## config.mk

```make
export PLATFORM = sky130hd
export DESIGN_NAME = split_assign_loader
export DESIGN_NICKNAME = d
export VERILOG_FILES = /design/src/rtl/split_assign_loader.sv
export SDC_FILE = /design/constraint.sdc
export NUM_CORES = 2
export LEC_CHECK = 0
export CAP_MARGIN = 20
export CORE_AREA = 2 2 595 597
export DETAILED_ROUTE_END_ITERATION = 10
export DIE_AREA = 0 0 597 599
export HOLD_SLACK_MARGIN = 0.02
export PLACE_DENSITY = 0.33
export SLEW_MARGIN = 25
export SYNTH_ARGS = -nofsm -noshare
export SYNTH_HDL_FRONTEND = slang
export SYNTH_SLANG_ARGS = --single-unit
```

## constraint.sdc

```tcl
create_clock -name clk -period 3.1 [get_ports clk]
set_input_delay 0.31 -clock clk [delete_from_list [all_inputs] [get_ports clk]]
set_output_delay 0.31 -clock clk [all_outputs]
set_load 0.05 [all_outputs]
```

## src/rtl/split_assign_loader.sv

```systemverilog
`default_nettype none
// ============================================================================
// Module      : split_assign_loader
// Description : Assembles a narrow word stream into a flat assignment vector,
//               samples the checker verdict after a fixed latency and returns
//               it over a valid/ready result port.
// Revision    : 1.0 - initial release
// ============================================================================
module split_assign_loader #(
    parameter int WORD_W     = 16,
    parameter int TOTAL_BITS = 1500,
    parameter int CHECK_LAT  = 1,
    parameter int CNT_W      = 16
) (
    input  logic                  clk,
    input  logic                  rst,
    input  logic                  s_valid,
    output logic                  s_ready,
    input  logic [WORD_W-1:0]     s_data,
    input  logic                  s_last,
    output logic [TOTAL_BITS-1:0] assign_vec,
    input  logic                  chk_x,
    output logic                  r_valid,
    input  logic                  r_ready,
    output logic                  r_sat,
    output logic                  r_err,
    output logic [CNT_W-1:0]      r_seq
);

    localparam int c_nwords = (TOTAL_BITS + WORD_W - 1) / WORD_W;
    localparam int c_idx_w  = (c_nwords > 1) ? $clog2(c_nwords) : 1;
    localparam int c_cnt_w  = (CHECK_LAT > 0) ? $clog2(CHECK_LAT + 1) : 1;

    localparam logic [c_idx_w-1:0] c_last_idx = c_idx_w'(c_nwords - 1);
    localparam logic [c_cnt_w-1:0] c_lat      = c_cnt_w'(CHECK_LAT);

    localparam logic [1:0] c_st_load  = 2'd0;
    localparam logic [1:0] c_st_drain = 2'd1;
    localparam logic [1:0] c_st_wait  = 2'd2;
    localparam logic [1:0] c_st_resp  = 2'd3;

    logic [1:0]            r_state;
    logic [c_idx_w-1:0]    r_idx;
    logic [c_cnt_w-1:0]    r_cnt;
    logic                  r_bad;
    logic [TOTAL_BITS-1:0] w_vec_next;
    logic                  w_accept;
    logic                  w_final;

    assign w_accept = s_valid & s_ready;
    assign w_final  = (r_idx == c_last_idx);

    // Candidate vector with the current word merged in; an early s_last also
    // clears every word slot above the one being written.
    for (genvar k = 0; k < c_nwords; k++) begin : g_word
        localparam int c_lo = k * WORD_W;
        localparam int c_w  = (TOTAL_BITS - c_lo < WORD_W) ? (TOTAL_BITS - c_lo) : WORD_W;

        assign w_vec_next[c_lo +: c_w] =
            (r_idx == c_idx_w'(k))               ? s_data[c_w-1:0] :
            (s_last && (r_idx < c_idx_w'(k)))    ? '0              :
                                                   assign_vec[c_lo +: c_w];
    end

    always_ff @(posedge clk) begin
        if (rst) begin
            r_state    <= c_st_load;
            r_idx      <= '0;
            r_cnt      <= '0;
            r_bad      <= 1'b0;
            assign_vec <= '0;
            s_ready    <= 1'b0;
            r_valid    <= 1'b0;
            r_sat      <= 1'b0;
            r_err      <= 1'b0;
            r_seq      <= '0;
        end else begin
            case (r_state)
                c_st_load: begin
                    s_ready <= 1'b1;
                    if (w_accept) begin
                        assign_vec <= w_vec_next;
                        if (s_last) begin
                            r_bad   <= ~w_final;
                            r_cnt   <= '0;
                            s_ready <= 1'b0;
                            r_state <= c_st_wait;
                        end else if (w_final) begin
                            r_bad   <= 1'b1;
                            r_state <= c_st_drain;
                        end else begin
                            r_idx <= r_idx + 1'b1;
                        end
                    end
                end
                c_st_drain: begin
                    if (w_accept && s_last) begin
                        r_cnt   <= '0;
                        s_ready <= 1'b0;
                        r_state <= c_st_wait;
                    end
                end
                c_st_wait: begin
                    if (r_cnt == c_lat) begin
                        r_sat   <= chk_x & ~r_bad;
                        r_err   <= r_bad;
                        r_valid <= 1'b1;
                        r_state <= c_st_resp;
                    end else begin
                        r_cnt <= r_cnt + 1'b1;
                    end
                end
                c_st_resp: begin
                    if (r_ready) begin
                        r_valid <= 1'b0;
                        r_seq   <= r_seq + 1'b1;
                        r_idx   <= '0;
                        s_ready <= 1'b1;
                        r_state <= c_st_load;
                    end
                end
                default: r_state <= c_st_load;
            endcase
        end
    end

endmodule
`default_nettype wire

```

== After elaboration in Yosys (flattened, before gate mapping) ==
Index checks and enable logic that the tools add are counted.

* Flip-flop bits (word level): 1531
* Input bits: 22
* Output and inout bits: 1520
* Logic and storage cells: 820

* Add/subtract/negate cells: 3
* Magnitude comparators: 94
* Equality and inequality tests: 104
* Multiplexer cells: 214
* Bitwise gates (word level): 4
* Reduce and logical (&&, ||, !) cells: 298

{| class="wikitable"
|+ Operators by type and width
! operator !! number
|-
| 16-bit two-way mux || 186
|-
| 3-bit AND reduction || 97
|-
| 7-bit by 6-bit equality test with 1-bit output, second input constant || 32
|-
| 7-bit by 6-bit < comparator with 1-bit output, second input constant || 32
|-
| 7-bit equality test, second input constant || 30
|-
| 7-bit < comparator, second input constant || 30
|-
| 2-bit nonzero test || 97
|-
| 7-bit by 5-bit equality test with 1-bit output, second input constant || 16
|-
| 7-bit by 5-bit < comparator with 1-bit output, second input constant || 16
|-
| 1-bit logical AND || 95
|-
| 7-bit by 4-bit equality test with 1-bit output, second input constant || 8
|-
| 7-bit by 4-bit < comparator with 1-bit output, second input constant || 8
|-
| 7-bit by 3-bit equality test with 1-bit output, second input constant || 4
|-
| 7-bit by 3-bit < comparator with 1-bit output, second input constant || 4
|-
| 7-bit two-way mux || 4
|-
| 12-bit two-way mux || 2
|-
| 16-bit by 1-bit adder with 16-bit output, second input constant || 1
|-
| 7-bit by 2-bit equality test with 1-bit output, second input constant || 2
|-
| 7-bit by 1-bit < comparator with 1-bit output, second input constant || 2
|-
| 7-bit by 2-bit < comparator with 1-bit output, second input constant || 2
|-
| 2-bit inequality test, second input constant || 7
|-
| 7-bit case mux with 2 select lines || 1
|-
| 2-bit two-way mux || 6
|-
| 1-bit two-way mux || 11
|-
| other kinds (17) || 24
|}

== Logic depth before layout (Yosys ltp) ==
* Depth in word-level cells: 5
* Mapped depth: 11
* Depth with buffers taken out: 6

== Least setup slack after synthesis ==
Ideal clock, no wire load.

* Path kind: register -> register
* Start: register r_idx[1]
* End: register assign_vec[85]
* Setup time: 0.117 ns
* Arrival: 2.544 ns
* Data required time: 2.983 ns
* Slack: 0.439 ns
* Cell stages (with the launch flop): 11
* Path buffers: 4
* Clock period less this slack: 2.661 ns
* Cells stage by stage: dfxtp_1 -> buf_2 -> buf_2 -> inv_1 -> ha_1 -> clkbuf_1 -> nand4b_1 -> nor4_2 -> a311oi_2 -> buf_2 -> a22o_1

* Longest elaborated chain between the ends: 4
* Elaborated cells on any way between the ends: 6
* Those cells by class: 1 x order compare; 1 x eq/ne; 1 x mux; 3 x reduce/logical

{| class="wikitable"
|+ Ends and longest elaborated chain
! element !! RTL line !! RTL
|-
| from (decl) || 43 || <nowiki>logic [c_idx_w-1:0] r_idx;</nowiki>
|-
| from (signal assigned) || 92 || <nowiki>r_idx <= r_idx + 1'b1;</nowiki>
|-
| 7-bit by 3-bit < comparator with 1-bit output || 61 || <nowiki>(s_last && (r_idx < c_idx_w'(k))) ? '0 :</nowiki>
|-
| 1-bit logical AND || 61 ||
|-
| 2-bit nonzero test (no source line) || n/a ||
|-
| 3-bit AND reduction (no source line) || n/a ||
|-
| to (signal assigned) || 82 || <nowiki>assign_vec <= w_vec_next;</nowiki>
|-
| to (decl) || 21 || <nowiki>output logic [TOTAL_BITS-1:0] assign_vec,</nowiki>
|}

Parallel ways exist; a longest one is shown, timed or not.
A chain may end at the register's enable or synchronous reset.

== Final worst setup path ==
* Start: register r_state[0]
* End: register assign_vec[847]

* Longest elaborated chain between the ends: 2

{| class="wikitable"
|+ Ends and longest elaborated chain
! element !! RTL line !! RTL
|-
| from (decl) || 42 || <nowiki>logic [1:0] r_state;</nowiki>
|-
| from (signal assigned) || 67 || <nowiki>r_state <= c_st_load;</nowiki>
|-
| from (signal assigned) || 87 || <nowiki>r_state <= c_st_wait;</nowiki>
|-
| from (signal assigned) || 90 || <nowiki>r_state <= c_st_drain;</nowiki>
|-
| 2-bit logical NOT || 78 || <nowiki>case (r_state)</nowiki>
|-
| 3-bit AND reduction (no source line) || n/a ||
|}

No other way between the ends.

==> impl_metrics.csv <==
group,metric,value,unit
clocking,worstSkewPairLatency,0.91,ns
floorplanning,die_x,597,µm
sta,worst_slew_pin_slew,1.13,ns
sta,min_period_over_period,93.7,%
sta,whs,0.0818,ns
route,dr.pass1.iters,5,
global_routing,overflow,0,
final_layout,area_growth,55.1,%
sta,finalHoldViolCount,0,
critical_path,cp_max_fo,32,
synthesis,synth_edf_count,0,
sta,relSlewSlack,24.7,%
sta,fmax,344,MHz
route,final_antenna_net_count,0,
synthesis,syn_area,0.0547,mm²
route,via_per_inst,4.42,
sta,skew,0.0741,ns
global_routing,grt_max_degree,129,
clocking,cts_sinks,1531,
synthesis,syn_inst,5378,
global_routing,grt_pass1_wl,499000,µm
critical_path,crit_chain,"inv_1 > ha_2 > nand4b_1 > buf_4 > or4_4 > buf_4 > nand4_1 > o21ai_0",
synthesis,seq_area_frac_synth,56.0,%
clocking,cts.path.max_buffers,4,
synthesis,synthSimpleGateAreaFrac,11.9,%
clocking,cts_tree,"built",
synthesis,synth.avg_cell_area,10.2,µm²
run,drv_cap,0,
synthesis,synth_xor_area_share,0.176,%
sta,final-setup-viol-count,0,
placed_design,port_buffers,1541,
final_layout,final_nets,6999,
min_path,min_path_type,"in -> reg",
critical_path,worst-setup-path-type,"reg -> reg",
floorplanning,design.core.area,0.351,mm²
critical_path,crit_arrival,3.62,ns
placed_design,hpwl,285000,µm
pwr,cellLeakagePower,29.2,nW
synthesis,synthArstFlopShare,0,%
critical_path,cp.required,3.82,ns
critical_path,crit_slowest_cell,"or4_4",
status,status,"complete, no violations",
clocking,cts_root_buf,"clkbuf_16",
floorplanning,num_rows,218,
clocking,cts_max_level,4,
sta,rsz0062_at_grt,"no",
synthesis,synth_top_family_by_area,"compound AO/OA/AOI/OAI gates",
floorplanning,die_area,0.358,mm²
global_routing,grt_antenna_before_repair,31,
synthesis,synth_compound_area_share,25.5,%
route,avgRoutedWirePerCell,32.7,µm
critical_path,crit_path_end_kind,"flip-flop",
critical_path,critPathMostFrequentCell,"buf_4",
route,drtIter0Drc,3926,
clocking,path_clk_slew,0.06,ns
synthesis,synthAdderAreaFrac,0.206,%
critical_path,max_stage_delay,0.68,ns
floorplanning,start_util,15.6,%
synthesis,synth_nets,5409,
synthesis,synth_cell_types,90,
pwr,power.density,580,mW/mm²
critical_path,cp-start-kind,"flip-flop",
synthesis,synth-seq-cells,1531,
route,routed_wl,384000,µm
clocking,cts_buffers,193,
synthesis,ys.warnings.count,0,
route,drc,0,
sta,slew_violations,0,
placed_design,place.gp.congestion,0.825,
pwr,peakVddDrop,0.000480,V
synthesis,ys.flop_type,"dfxtp_1",
clocking,postCtsSetupBuffers,0,
sta,tns,0,ns
floorplanning,io_pins,1542,
route,vias,51900,
sta,period_minus_slack,2.90,ns
global_routing,track_usage,20.5,%
global_routing,grt_pass1_vias,50400,
floorplanning,die_height,599,µm
final_layout,fillers,37500,
synthesis,synthMuxAreaShare,0.686,%
final_layout,drive_gt1_share,14.4,%
[layout make-up]
class | instances | area, µm² | area share [%]
Multi-Input combinational cell | 3104 | 22200 | 26.1
Sequential cell | 1531 | 30700 | 36.1
Inverter | 157 | 592 | 0.697
Clock inverter | 61 | 679 | 0.800
Timing Repair Buffer | 1981 | 19300 | 22.7
Clock buffer | 287 | 5730 | 6.75
Antenna cell | 8 | 20.0 | 0.0236
Tap cell | 4620 | 5780 | 6.81
[sequential cells by signal (all words and copies together), names as in the netlist]
name        cells
r_idx           7
r_state         2
r_bad           1
r_err           1
assign_vec   1500
r_seq          16
r_sat           1
r_valid         1
s_ready         1
r_cnt           1
[worst paths after layout]
| check | from | end | cells after the start | slack [ns] |
|---|---|---|---|---|
| worst min register to register | assign_vec[428]$_SDFFE_PP0P_ | assign_vec[428]$_SDFFE_PP0P_ | 2 | 0.45 |
| worst max register to register | r_state[0]$_SDFFE_PP0P_ | assign_vec[847]$_SDFFE_PP0P_ | 8 | 0.20 |
| worst min-delay path | s_data[10] | assign_vec[1034]$_SDFFE_PP0P_ | 4 | 0.08 |
| worst max-delay path | r_state[0]$_SDFFE_PP0P_ | assign_vec[847]$_SDFFE_PP0P_ | 8 | 0.20 |
[cell families after synthesis]
kind of cell               after synthesis
and+or+nand+nor                       1289
adders and majority gates                9
xor gates and xnor gates                11
DFF                                   1531
AOI/OAI and AO/OA                     1758
muxes                                   37
buffers and inverters                  743
[synth_stat cells (44+ instances only)]
master | instances | area share, %
nand3_1 | 218 | 2.0
a21oi_1 | 194 | 1.8
dfxtp_1 | 1531 | 56
a31o_2 | 64 | 1.0
a211oi_1 | 125 | 1.7
o21ai_0 | 89 | 0.81
nand4_1 | 51 | 0.58
o22ai_1 | 82 | 0.94
nor2_1 | 250 | 1.7
inv_1 | 156 | 1.1
clkbuf_1 | 432 | 3.0
a22o_1 | 834 | 13
buf_2 | 111 | 1.0
nor4_1 | 84 | 0.96
nor2b_1 | 44 | 0.50
nor3_1 | 53 | 0.48
a31oi_1 | 58 | 0.66
nand2_1 | 417 | 2.9
o41ai_1 | 66 | 1.1
o32ai_1 | 65 | 1.0
[metal layers]
metal	vias to the layer above	track usage, %	part of all wire (%)
li1	23200	-	-
met1	26200	25.4	42
met2	2096	34.4	47
met3	380	5.76	7.7
met4	0	5.63	2.9
met5	-	0	0
[cells in the final DEF, fill, tap and decap left out, types with 24 or more instances in the layout]
master           Yosys  routed
nor4_4               3      24
nand2_1            417     414
nand3_1            218     215
clkdlybuf4s50_1      0    1525
a211oi_1           125     119
clkinv_2             0      26
clkbuf_1           432      43
clkbuf_16            0     196
a31o_2              64      64
buf_4               19     389
nor4_1              84      83
nor3_1              53      37
o22ai_1             82      82
dfxtp_1           1531    1523
clkbuf_8             0      48
mux2i_1             33      33
buf_12               0      46
o41ai_1             66      66
a22o_1             834     834
nor2_1             250     230
inv_1              156     155
o21ai_0             89      88
o32ai_1             65      65
a21oi_1            194     182
nor2b_1             44      43
a31oi_1             58      57
nand4_1             51      51
a211oi_4             1      28
o2bb2ai_1           35      35
[per-stage QoR]
| step | power, mW | cells | utilization [%] | worst slack [ns] | cell area, µm² |
|---|---|---|---|---|---|
| 5_1_grt | 50.9 | 11700 | 24.2 | 0.0293 | 84900 |
| 4_1_cts | 50.0 | 11700 | 24.2 | 0.155 | 84900 |
| 3_5_place_dp | 26.5 | 11400 | 22.3 | -0.0537 | 78400 |
| 3_3_place_gp | 26.5 | 11400 | 22.3 | -0.0544 | 78400 |
| 2_1_floorplan | 23.0 | 5378 | - | 0.439 | 54700 |
| 6_report | 49.2 | 11700 | 24.2 | 0.195 | 84900 |
[power by group]
group / leakage [nW] / switching [mW] / total [mW] / internal (mW)
registers: 12.3 / 0.107 / 19.9 / 19.7
clock network: 3.15 / 9.63 / 23.2 / 13.6
logic: 13.7 / 4.70 / 6.14 / 1.44
total: 29.2 / 14.4 / 49.2 / 34.8
[worst max-delay path: cells and delay by family (launching register included)]
family          cells  cell delay (ns)
flops               1             0.32
fa+ha+maj           1             0.41
simple gates        3             1.12
buf+inv             3             0.80
compound gates      1             0.10
[repair_timing]
item / in CTS / in global routing
setup endpoints to repair: 4 / 2
pin swaps: 0 / 1
gates resized for setup: 1 / 0
hold buffers: 2 / 0
hold endpoints to repair: 6 / 0
Power figures use the tool's default switching activity.
